--- src/rtl/tcp_tx_scheduler_pkg.sv ---
// tcp_tx_scheduler_pkg
//   Shared TCP transmit definitions: packet descriptor, scheduler FSM state
//   encoding and scheduler defaults.
package tcp_tx_scheduler_pkg;

  // Descriptor handed from a requester to the transmit engine.
  typedef struct packed {
    logic [31:0] seq;
    logic [31:0] ack;
    logic [7:0]  flags;
    logic [15:0] len;
  } tcp_packet_info_s;

  typedef enum logic [1:0] {
    ST_IDLE      = 2'd0,
    ST_START     = 2'd1,
    ST_WAIT_BUSY = 2'd2,
    ST_WAIT_DONE = 2'd3
  } tcp_tx_state_e;

  // Cycles allowed from sender_start until the engine raises busy.
  localparam int TCP_START_TIMEOUT_DEFAULT = 16;

  // Consecutive requester-0 grants tolerated while others wait.
  localparam int TCP_STARVE_LIMIT = 4;

endpackage

--- src/rtl/tcp_rr_arbiter.sv ---
// tcp_rr_arbiter
//   Combinational round-robin selector. Picks the lowest-indexed request at
//   or above the pointer; if none, wraps to the lowest-indexed request.
// Ports:
//   req_i   - request vector
//   ptr_i   - index with highest priority this cycle
//   grant_o - one-hot grant (all zero when no request)
module tcp_rr_arbiter
  import tcp_tx_scheduler_pkg::*;
#(
  parameter int N     = 3,
  parameter int PTR_W = (N > 1) ? $clog2(N) : 1
) (
  input  logic [N-1:0]     req_i,
  input  logic [PTR_W-1:0] ptr_i,
  output logic [N-1:0]     grant_o
);

  logic [N-1:0] at_or_after;
  logic [N-1:0] masked;
  logic [N-1:0] pick;

  generate
    for (genvar gi = 0; gi < N; gi++) begin : g_mask
      assign at_or_after[gi] = (gi >= int'(ptr_i));
    end
  endgenerate

  assign masked  = req_i & at_or_after;
  assign pick    = (|masked) ? masked : req_i;
  // Isolate the lowest set bit.
  assign grant_o = pick & (~pick + N'(1));

endmodule

--- src/rtl/tcp_tx_scheduler.sv ---
// tcp_tx_scheduler
//   Arbitrates transmit requests (0 = control ACK/RST, 1 = new data,
//   2 = retransmit) onto a single transmit engine and tracks the launch /
//   completion handshake with it.
// Ports:
//   clk, rst_n    - clock, asynchronous active-low reset
//   req_valid     - per-requester request pending
//   req_info      - per-requester descriptor
//   req_ready     - one-hot accept pulse (combinational, IDLE only)
//   sender_start  - one-cycle launch pulse (START state)
//   sender_info   - descriptor of the last granted request
//   sender_busy   - engine busy
//   done_valid    - completion pulse on busy falling in WAIT_DONE
//   done_id       - requester index of the last grant
//   timeout_err   - sticky: engine failed to raise busy in time
//   active        - FSM not in IDLE
module tcp_tx_scheduler
  import tcp_tx_scheduler_pkg::*;
#(
  parameter int N_REQ         = 3,
  parameter int START_TIMEOUT = TCP_START_TIMEOUT_DEFAULT
) (
  input  logic                                 clk,
  input  logic                                 rst_n,
  input  logic [N_REQ-1:0]                     req_valid,
  input  tcp_packet_info_s [N_REQ-1:0]         req_info,
  output logic [N_REQ-1:0]                     req_ready,
  output logic                                 sender_start,
  output tcp_packet_info_s                     sender_info,
  input  logic                                 sender_busy,
  output logic                                 done_valid,
  output logic [$clog2(N_REQ)-1:0]             done_id,
  output logic                                 timeout_err,
  output logic                                 active
);

  localparam int ID_W = $clog2(N_REQ);
  localparam int TO_W = $clog2(START_TIMEOUT + 1);

  tcp_tx_state_e    state_q, state_d;
  logic [ID_W-1:0]  ptr_q, ptr_d;
  logic [2:0]       starve_q, starve_d;
  logic [TO_W-1:0]  to_cnt_q, to_cnt_d, to_cnt_inc;
  tcp_packet_info_s info_q, info_d;
  logic [ID_W-1:0]  done_id_q, done_id_d;
  logic             timeout_err_q, timeout_err_d;

  logic [N_REQ-1:0] rr_req, rr_grant, win_onehot;
  logic [ID_W-1:0]  win_idx;
  logic             others_pending, force_rr, grant_en;

  // Requester 0 is handled by strict priority, so it never enters the ring.
  assign rr_req         = {req_valid[N_REQ-1:1], 1'b0};
  assign others_pending = |rr_req;

  tcp_rr_arbiter #(
    .N     (N_REQ),
    .PTR_W (ID_W)
  ) u_rr (
    .req_i   (rr_req),
    .ptr_i   (ptr_q),
    .grant_o (rr_grant)
  );

  // After the streak limit, requester 0 yields one grant to the ring.
  assign force_rr   = (starve_q >= 3'(TCP_STARVE_LIMIT)) && others_pending;
  assign win_onehot = (req_valid[0] && !force_rr) ? N_REQ'(1) : rr_grant;

  always_comb begin
    win_idx = '0;
    for (int k = 0; k < N_REQ; k++) begin
      if (win_onehot[k]) win_idx = ID_W'(k);
    end
  end

  // rst_n keeps req_ready quiet while reset is held with requests pending.
  assign grant_en = rst_n && (state_q == ST_IDLE) && !sender_busy && (|req_valid);

  // Counter tracks cycles since sender_start, saturating at the limit.
  assign to_cnt_inc = (to_cnt_q == TO_W'(START_TIMEOUT)) ? to_cnt_q
                                                         : to_cnt_q + TO_W'(1);

  always_comb begin
    state_d       = state_q;
    ptr_d         = ptr_q;
    starve_d      = starve_q;
    to_cnt_d      = to_cnt_q;
    info_d        = info_q;
    done_id_d     = done_id_q;
    timeout_err_d = timeout_err_q;
    case (state_q)
      ST_IDLE: begin
        if (grant_en) begin
          state_d   = ST_START;
          info_d    = req_info[win_idx];
          done_id_d = win_idx;
          to_cnt_d  = '0;
          if (win_onehot[0]) begin
            // A requester-0 grant with nobody else waiting breaks the streak.
            starve_d = others_pending ? starve_q + 3'd1 : 3'd0;
          end else begin
            starve_d = 3'd0;
            ptr_d    = (win_idx == ID_W'(N_REQ - 1)) ? ID_W'(1) : win_idx + ID_W'(1);
          end
        end
      end
      ST_START: begin
        state_d  = ST_WAIT_BUSY;
        to_cnt_d = to_cnt_inc;
      end
      ST_WAIT_BUSY: begin
        to_cnt_d = to_cnt_inc;
        if (sender_busy) begin
          state_d = ST_WAIT_DONE;
        end else if (to_cnt_inc == TO_W'(START_TIMEOUT)) begin
          state_d       = ST_IDLE;
          timeout_err_d = 1'b1;
        end
      end
      ST_WAIT_DONE: begin
        if (!sender_busy) state_d = ST_IDLE;
      end
      default: state_d = ST_IDLE;
    endcase
  end

  always_ff @(posedge clk or negedge rst_n) begin
    if (!rst_n) begin
      state_q       <= ST_IDLE;
      ptr_q         <= ID_W'(1);
      starve_q      <= '0;
      to_cnt_q      <= '0;
      info_q        <= '0;
      done_id_q     <= '0;
      timeout_err_q <= 1'b0;
    end else begin
      state_q       <= state_d;
      ptr_q         <= ptr_d;
      starve_q      <= starve_d;
      to_cnt_q      <= to_cnt_d;
      info_q        <= info_d;
      done_id_q     <= done_id_d;
      timeout_err_q <= timeout_err_d;
    end
  end

  assign req_ready    = grant_en ? win_onehot : '0;
  assign sender_start = (state_q == ST_START);
  assign done_valid   = (state_q == ST_WAIT_DONE) && !sender_busy;
  assign active       = (state_q != ST_IDLE);
  assign sender_info  = info_q;
  assign done_id      = done_id_q;
  assign timeout_err  = timeout_err_q;

endmodule

--- config.mk ---
export PLATFORM = sky130hd
export DESIGN_NAME = tcp_tx_scheduler
export DESIGN_NICKNAME = d
export VERILOG_FILES = /design/src/rtl/tcp_tx_scheduler_pkg.sv /design/src/rtl/tcp_rr_arbiter.sv /design/src/rtl/tcp_tx_scheduler.sv
export SDC_FILE = /design/constraint.sdc
export NUM_CORES = 1
export LEC_CHECK = 0
export ABC_CLOCK_PERIOD_IN_PS = 2540
export CAP_MARGIN = 20
export CELL_PAD_IN_SITES_DETAIL_PLACEMENT = 1
export CELL_PAD_IN_SITES_GLOBAL_PLACEMENT = 2
export CORE_ASPECT_RATIO = 0.75
export CORE_UTILIZATION = 19
export DETAILED_ROUTE_END_ITERATION = 6
export PLACE_DENSITY_LB_ADDON = 0.15
export SLEW_MARGIN = 20
export SYNTH_ARGS = -nofsm -noshare
export SYNTH_HDL_FRONTEND = slang
export SYNTH_HIERARCHICAL = 1
export SYNTH_SLANG_ARGS = --single-unit
--- constraint.sdc ---
create_clock -name clk -period 2.54 [get_ports clk]
set_input_delay 0.762 -clock clk [delete_from_list [all_inputs] [get_ports clk]]
set_output_delay 0.762 -clock clk [all_outputs]
set_load 0.02 [all_outputs]
==> out/summary.json <==
{
  "outcome": {"value": "complete, but fails checks"},
  "failed_checks": {"value": "negative setup slack"},
  "postSynthRegisterBits": {"value": 103},
  "ant_nets_after_route": {"value": 0},
  "endpoint_kind": {"value": "primary output"},
  "htree_num_levels": {"value": 3},
  "finalHoldViolCount": {"value": 0},
  "postSynth.asyncResetShare": {"value": 100, "unit": "%"},
  "die_w": {"value": 208, "unit": "um"},
  "grt_usage": {"value": 16.2, "unit": "%"},
  "seq_power_share": {"value": 29.6, "unit": "%"},
  "cts.sinks": {"value": 103},
  "fmax": {"value": 386, "unit": "MHz"},
  "syn-cell-area": {"value": 6020, "unit": "sq um"},
  "layout-drive-gt1-share": {"value": 10.7, "unit": "%"},
  "synth_seq_area_share": {"value": 42.8, "unit": "%"},
  "switchingPower": {"value": 3.83, "unit": "mW"},
  "die_area": {"value": 32400, "unit": "sq um"},
  "power.density_cell_area": {"value": 898, "unit": "nW/um^2"},
  "fp-row-count": {"value": 56},
  "worst-path-max-fanout": {"value": 4},
  "number_of_antenna_violations_at_the_first_check_in_global_routing": {"value": 1},
  "postRouteWirelength": {"value": 26000, "unit": "um"},
  "slew-limit-headroom": {"value": 46.3, "unit": "%"},
  "count_of_pins_on_the_block_boundary": {"value": 367},
  "dr.first_iter.drc_count": {"value": 177},
  "dr_vias_cell": {"value": 4.38},
  "io_buffers": {"value": 366},
  "synth_flop_cell": {"value": "sky130_fd_sc_hd__dfrtp_1"},
  "drt-pass1-iter-count": {"value": 4},
  "p_leak": {"value": 5.32, "unit": "nW"},
  "synth_xor_area_share": {"value": 0, "unit": "%"},
  "whs": {"value": 0.472, "unit": "ns"},
  "gp_routability_congestion": {"value": 0.769},
  "synth-simple-area-share": {"value": 5.36, "unit": "%"},
  "power.share.combinational": {"value": 56.4, "unit": "%"},
  "worstPathArrival": {"value": 1.83, "unit": "ns"},
  "antenna_cells": {"value": 0},
  "synth_edf_count": {"value": 0},
  "cts-root-to-sink-buffers": {"value": 2},
  "vert_die_dim": {"value": 156, "unit": "um"},
  "setup_slack": {"value": -0.0477, "unit": "ns"},
  "dpl.hpwl": {"value": 19800, "unit": "um"},
  "cts_root_buf": {"value": "sky130_fd_sc_hd__clkbuf_16"},
  "fin_crit": {"value": 2.59, "unit": "ns"},
  "min-delay-path-class": {"value": "reg -> reg"},
  "final-setup-viol-count": {"value": 3},
  "switching_part_of_the_total": {"value": 39.3, "unit": "%"},
  "routedWlPerCell": {"value": 18.3, "unit": "um"},
  "clock_power_share": {"value": 13.9, "unit": "%"},
  "slew_violations": {"value": 0},
  "start_util": {"value": 19.3, "unit": "%"},
  "synth_compound_area_share": {"value": 29.4, "unit": "%"},
  "synth.area.mux_share": {"value": 15.2, "unit": "%"},
  "path_clk_slew": {"value": 0.07, "unit": "ns"},
  "critical_path.startpoint_type": {"value": "input pin"},
  "worst_slew_pin_slew": {"value": 0.805, "unit": "ns"},
  "synth_fa_ha_area_share": {"value": 1.87, "unit": "%"},
  "tritoncts": {"value": "built"},
  "main_combinational_cell_family_by_area_after_synthesis": {"value": "compound AO/OA/AOI/OAI gates"},
  "critPathKind": {"value": "in -> out"},
  "global_route_wire_length_before_repair": {"value": 40400, "unit": "um"},
  "cts_hold_buf": {"value": 0},
  "drv.max_cap_violation_count": {"value": 0},
  "layout.nets": {"value": 1289},
  "fillerInstances": {"value": 3536},
  "grt_setup_unrepaired": {"value": "yes"},
  "number_of_global_route_vias_before_repair": {"value": 6739},
  "peakVddDrop": {"value": 336, "unit": "uV"},
  "clock-skew-final": {"value": 0.00519, "unit": "ns"},
  "avgSynthCellArea": {"value": 9.80, "unit": "sq um"},
  "clock_insertion_delay_worst_skew": {"value": 0.36, "unit": "ns"},
  "layout-area-overhead-vs-synth": {"value": 80.2, "unit": "%"},
  "timing.final.crit_share": {"value": 102, "unit": "%"},
  "power_report.internal_total": {"value": 5.91, "unit": "mW"},
  "core-area": {"value": 31300, "unit": "sq um"},
  "reg2reg_setup_slack": {"value": 0.26, "unit": "ns"},
  "route.detailed.drc": {"value": 0},
  "yosysWarnings": {"value": 6},
  "worst-endpoint-required": {"value": 1.78, "unit": "ns"},
  "ys_types": {"value": 46},
  "global_route.overflow_total": {"value": 0},
  "p_total": {"value": 9.75, "unit": "mW"},
  "detailroute.via_count": {"value": 6215},
  "syn-instance-count": {"value": 615},
  "maximum_number_of_pins_on_one_net_before_global_route_repair": {"value": 67},
  "cts_buffers": {"value": 9}
}
## kinds of logic (layout without fill, tap and decap cells)
family          after synthesis  after routing
compound gates              295            295
buf+inv                      60            456
simple gates                 56             56
fa+ha+maj                     9              9
mux                          91             91
flops                       103            103
other cells                   1              4
## flip-flops by register name, summed over array words and instances, names as in the netlist
| register | flops |
|---|---|
| starve_q | 3 |
| to_cnt_q | 5 |
| done_id | 2 |
| state_q | 2 |
| sender_info | 88 |
| timeout_err | 1 |
| ptr_q | 2 |
## path summary, 6_finish.rpt
check	start	end	depth (start not counted)
worst max-delay path	sender_busy	req_ready[1]	6
worst min-delay path	timeout_err	timeout_err	1
worst max register to register	ptr_q[0]	sender_info[59]	10
worst min register to register	timeout_err	timeout_err	1
max in group asynchronous	rst_n	state_q[1]	3
min in group asynchronous	rst_n	done_id[0]	2
## layer usage
layer	share of wire [%]	track usage [%]	vias to the layer above
li1	-	-	3033
met1	46	21.1	2945
met4	0.77	3.07	2
met3	8.6	6.10	11
met5	0.042	0	-
met2	44	25.8	224
## cell usage after synthesis, types with 2 or more instances
| cell type | n | area share [%] |
|---|---|---|
| sky130_fd_sc_hd__a21oi_1 | 93 | 7.7 |
| sky130_fd_sc_hd__o211a_1 | 3 | 0.50 |
| sky130_fd_sc_hd__o21ai_0 | 92 | 7.6 |
| sky130_fd_sc_hd__buf_6 | 9 | 1.7 |
| sky130_fd_sc_hd__nand3b_1 | 2 | 0.25 |
| sky130_fd_sc_hd__nor2_1 | 11 | 0.69 |
| sky130_fd_sc_hd__nor2b_1 | 2 | 0.21 |
| sky130_fd_sc_hd__nand2_1 | 12 | 0.75 |
| sky130_fd_sc_hd__nand4b_1 | 2 | 0.29 |
| sky130_fd_sc_hd__nor3_1 | 5 | 0.42 |
| sky130_fd_sc_hd__buf_4 | 3 | 0.37 |
| sky130_fd_sc_hd__and2_1 | 2 | 0.21 |
| sky130_fd_sc_hd__a31oi_1 | 2 | 0.21 |
| sky130_fd_sc_hd__nand3_1 | 7 | 0.58 |
| sky130_fd_sc_hd__clkbuf_1 | 28 | 1.7 |
| sky130_fd_sc_hd__mux2i_1 | 89 | 15 |
| sky130_fd_sc_hd__dfrtp_1 | 102 | 42 |
| sky130_fd_sc_hd__inv_1 | 11 | 0.69 |
| sky130_fd_sc_hd__nand2b_1 | 4 | 0.42 |
| sky130_fd_sc_hd__buf_2 | 8 | 0.66 |
| sky130_fd_sc_hd__ha_1 | 9 | 1.9 |
| sky130_fd_sc_hd__o21ai_2 | 2 | 0.29 |
| sky130_fd_sc_hd__a32o_1 | 2 | 0.33 |
| sky130_fd_sc_hd__a21o_1 | 90 | 11 |
| sky130_fd_sc_hd__a22o_1 | 3 | 0.44 |
| sky130_fd_sc_hd__o31a_1 | 2 | 0.29 |
## cell usage in the layout, fill, tap and decap left out, types with 3 or more instances in the layout
| cell type | instances |
|---|---|
| sky130_fd_sc_hd__a21o_1 | 89 |
| sky130_fd_sc_hd__a21oi_1 | 93 |
| sky130_fd_sc_hd__a22o_1 | 3 |
| sky130_fd_sc_hd__buf_12 | 9 |
| sky130_fd_sc_hd__buf_4 | 56 |
| sky130_fd_sc_hd__buf_6 | 4 |
| sky130_fd_sc_hd__clkbuf_16 | 9 |
| sky130_fd_sc_hd__clkdlybuf4s50_1 | 355 |
| sky130_fd_sc_hd__conb_1 | 4 |
| sky130_fd_sc_hd__dfrtp_1 | 102 |
| sky130_fd_sc_hd__ha_1 | 8 |
| sky130_fd_sc_hd__inv_1 | 8 |
| sky130_fd_sc_hd__inv_2 | 3 |
| sky130_fd_sc_hd__mux2i_1 | 89 |
| sky130_fd_sc_hd__nand2_1 | 12 |
| sky130_fd_sc_hd__nand2b_1 | 4 |
| sky130_fd_sc_hd__nand3_1 | 7 |
| sky130_fd_sc_hd__nor2_1 | 9 |
| sky130_fd_sc_hd__nor3_1 | 5 |
| sky130_fd_sc_hd__o211a_1 | 3 |
| sky130_fd_sc_hd__o21ai_0 | 92 |
## stage by stage
stage | TNS (ns) | std cells | setup WS, ns | util (%) | area [sq um]
floorplan | -0.0141 | 618 | -0.0128 | - | 6070
global placement | -35.78 | 1398 | -0.471 | 33.6 | 10500
detailed placement | -39.03 | 1398 | -0.501 | 33.6 | 10500
CTS | -0.337 | 1417 | -0.134 | 34.7 | 10800
global route | -0.289 | 1420 | -0.103 | 34.7 | 10900
finish | -0.137 | 1420 | -0.0477 | 34.7 | 10900
## what timing repair did
| action | CTS | global route |
|---|---|---|
| pin swaps | 4 | 3 |
| resized for setup | 26 | 5 |
| setup buffers | 4 | 3 |
| endpoints found under the setup margin | 63 | 4 |
## area by class of cell
cell class                      count  area [sq um]  area share [%]
Clock inverter                      3          20.0           0.184
Tap cell                          406           508            4.68
Inverter                           11          41.3           0.380
Sequential cell                   103          2580            23.8
Timing Repair Buffer              430          4240            39.1
Multi-Input combinational cell    455          3220            29.6
Clock buffer                       12           246            2.27
## power groups by stage
stage	registers, mW	clock network (mW)	logic [mW]
6_report	2.89	1.36	5.50
5_1_grt	3.02	1.51	5.94
4_1_cts	2.90	1.46	5.56
3_5_place_dp	2.91	0	5.47
3_3_place_gp	2.89	0	5.48
2_1_floorplan	3.69	0	1.85
## critical path: stages
cell and delay, ns:
sky130_fd_sc_hd__buf_6 0.10, sky130_fd_sc_hd__nand2b_4 0.14, sky130_fd_sc_hd__or3_4 0.43, sky130_fd_sc_hd__a21oi_4 0.14
sky130_fd_sc_hd__and2_4 0.15, sky130_fd_sc_hd__buf_6 0.11
No activity file was read; power rests on OpenSTA's default activity.
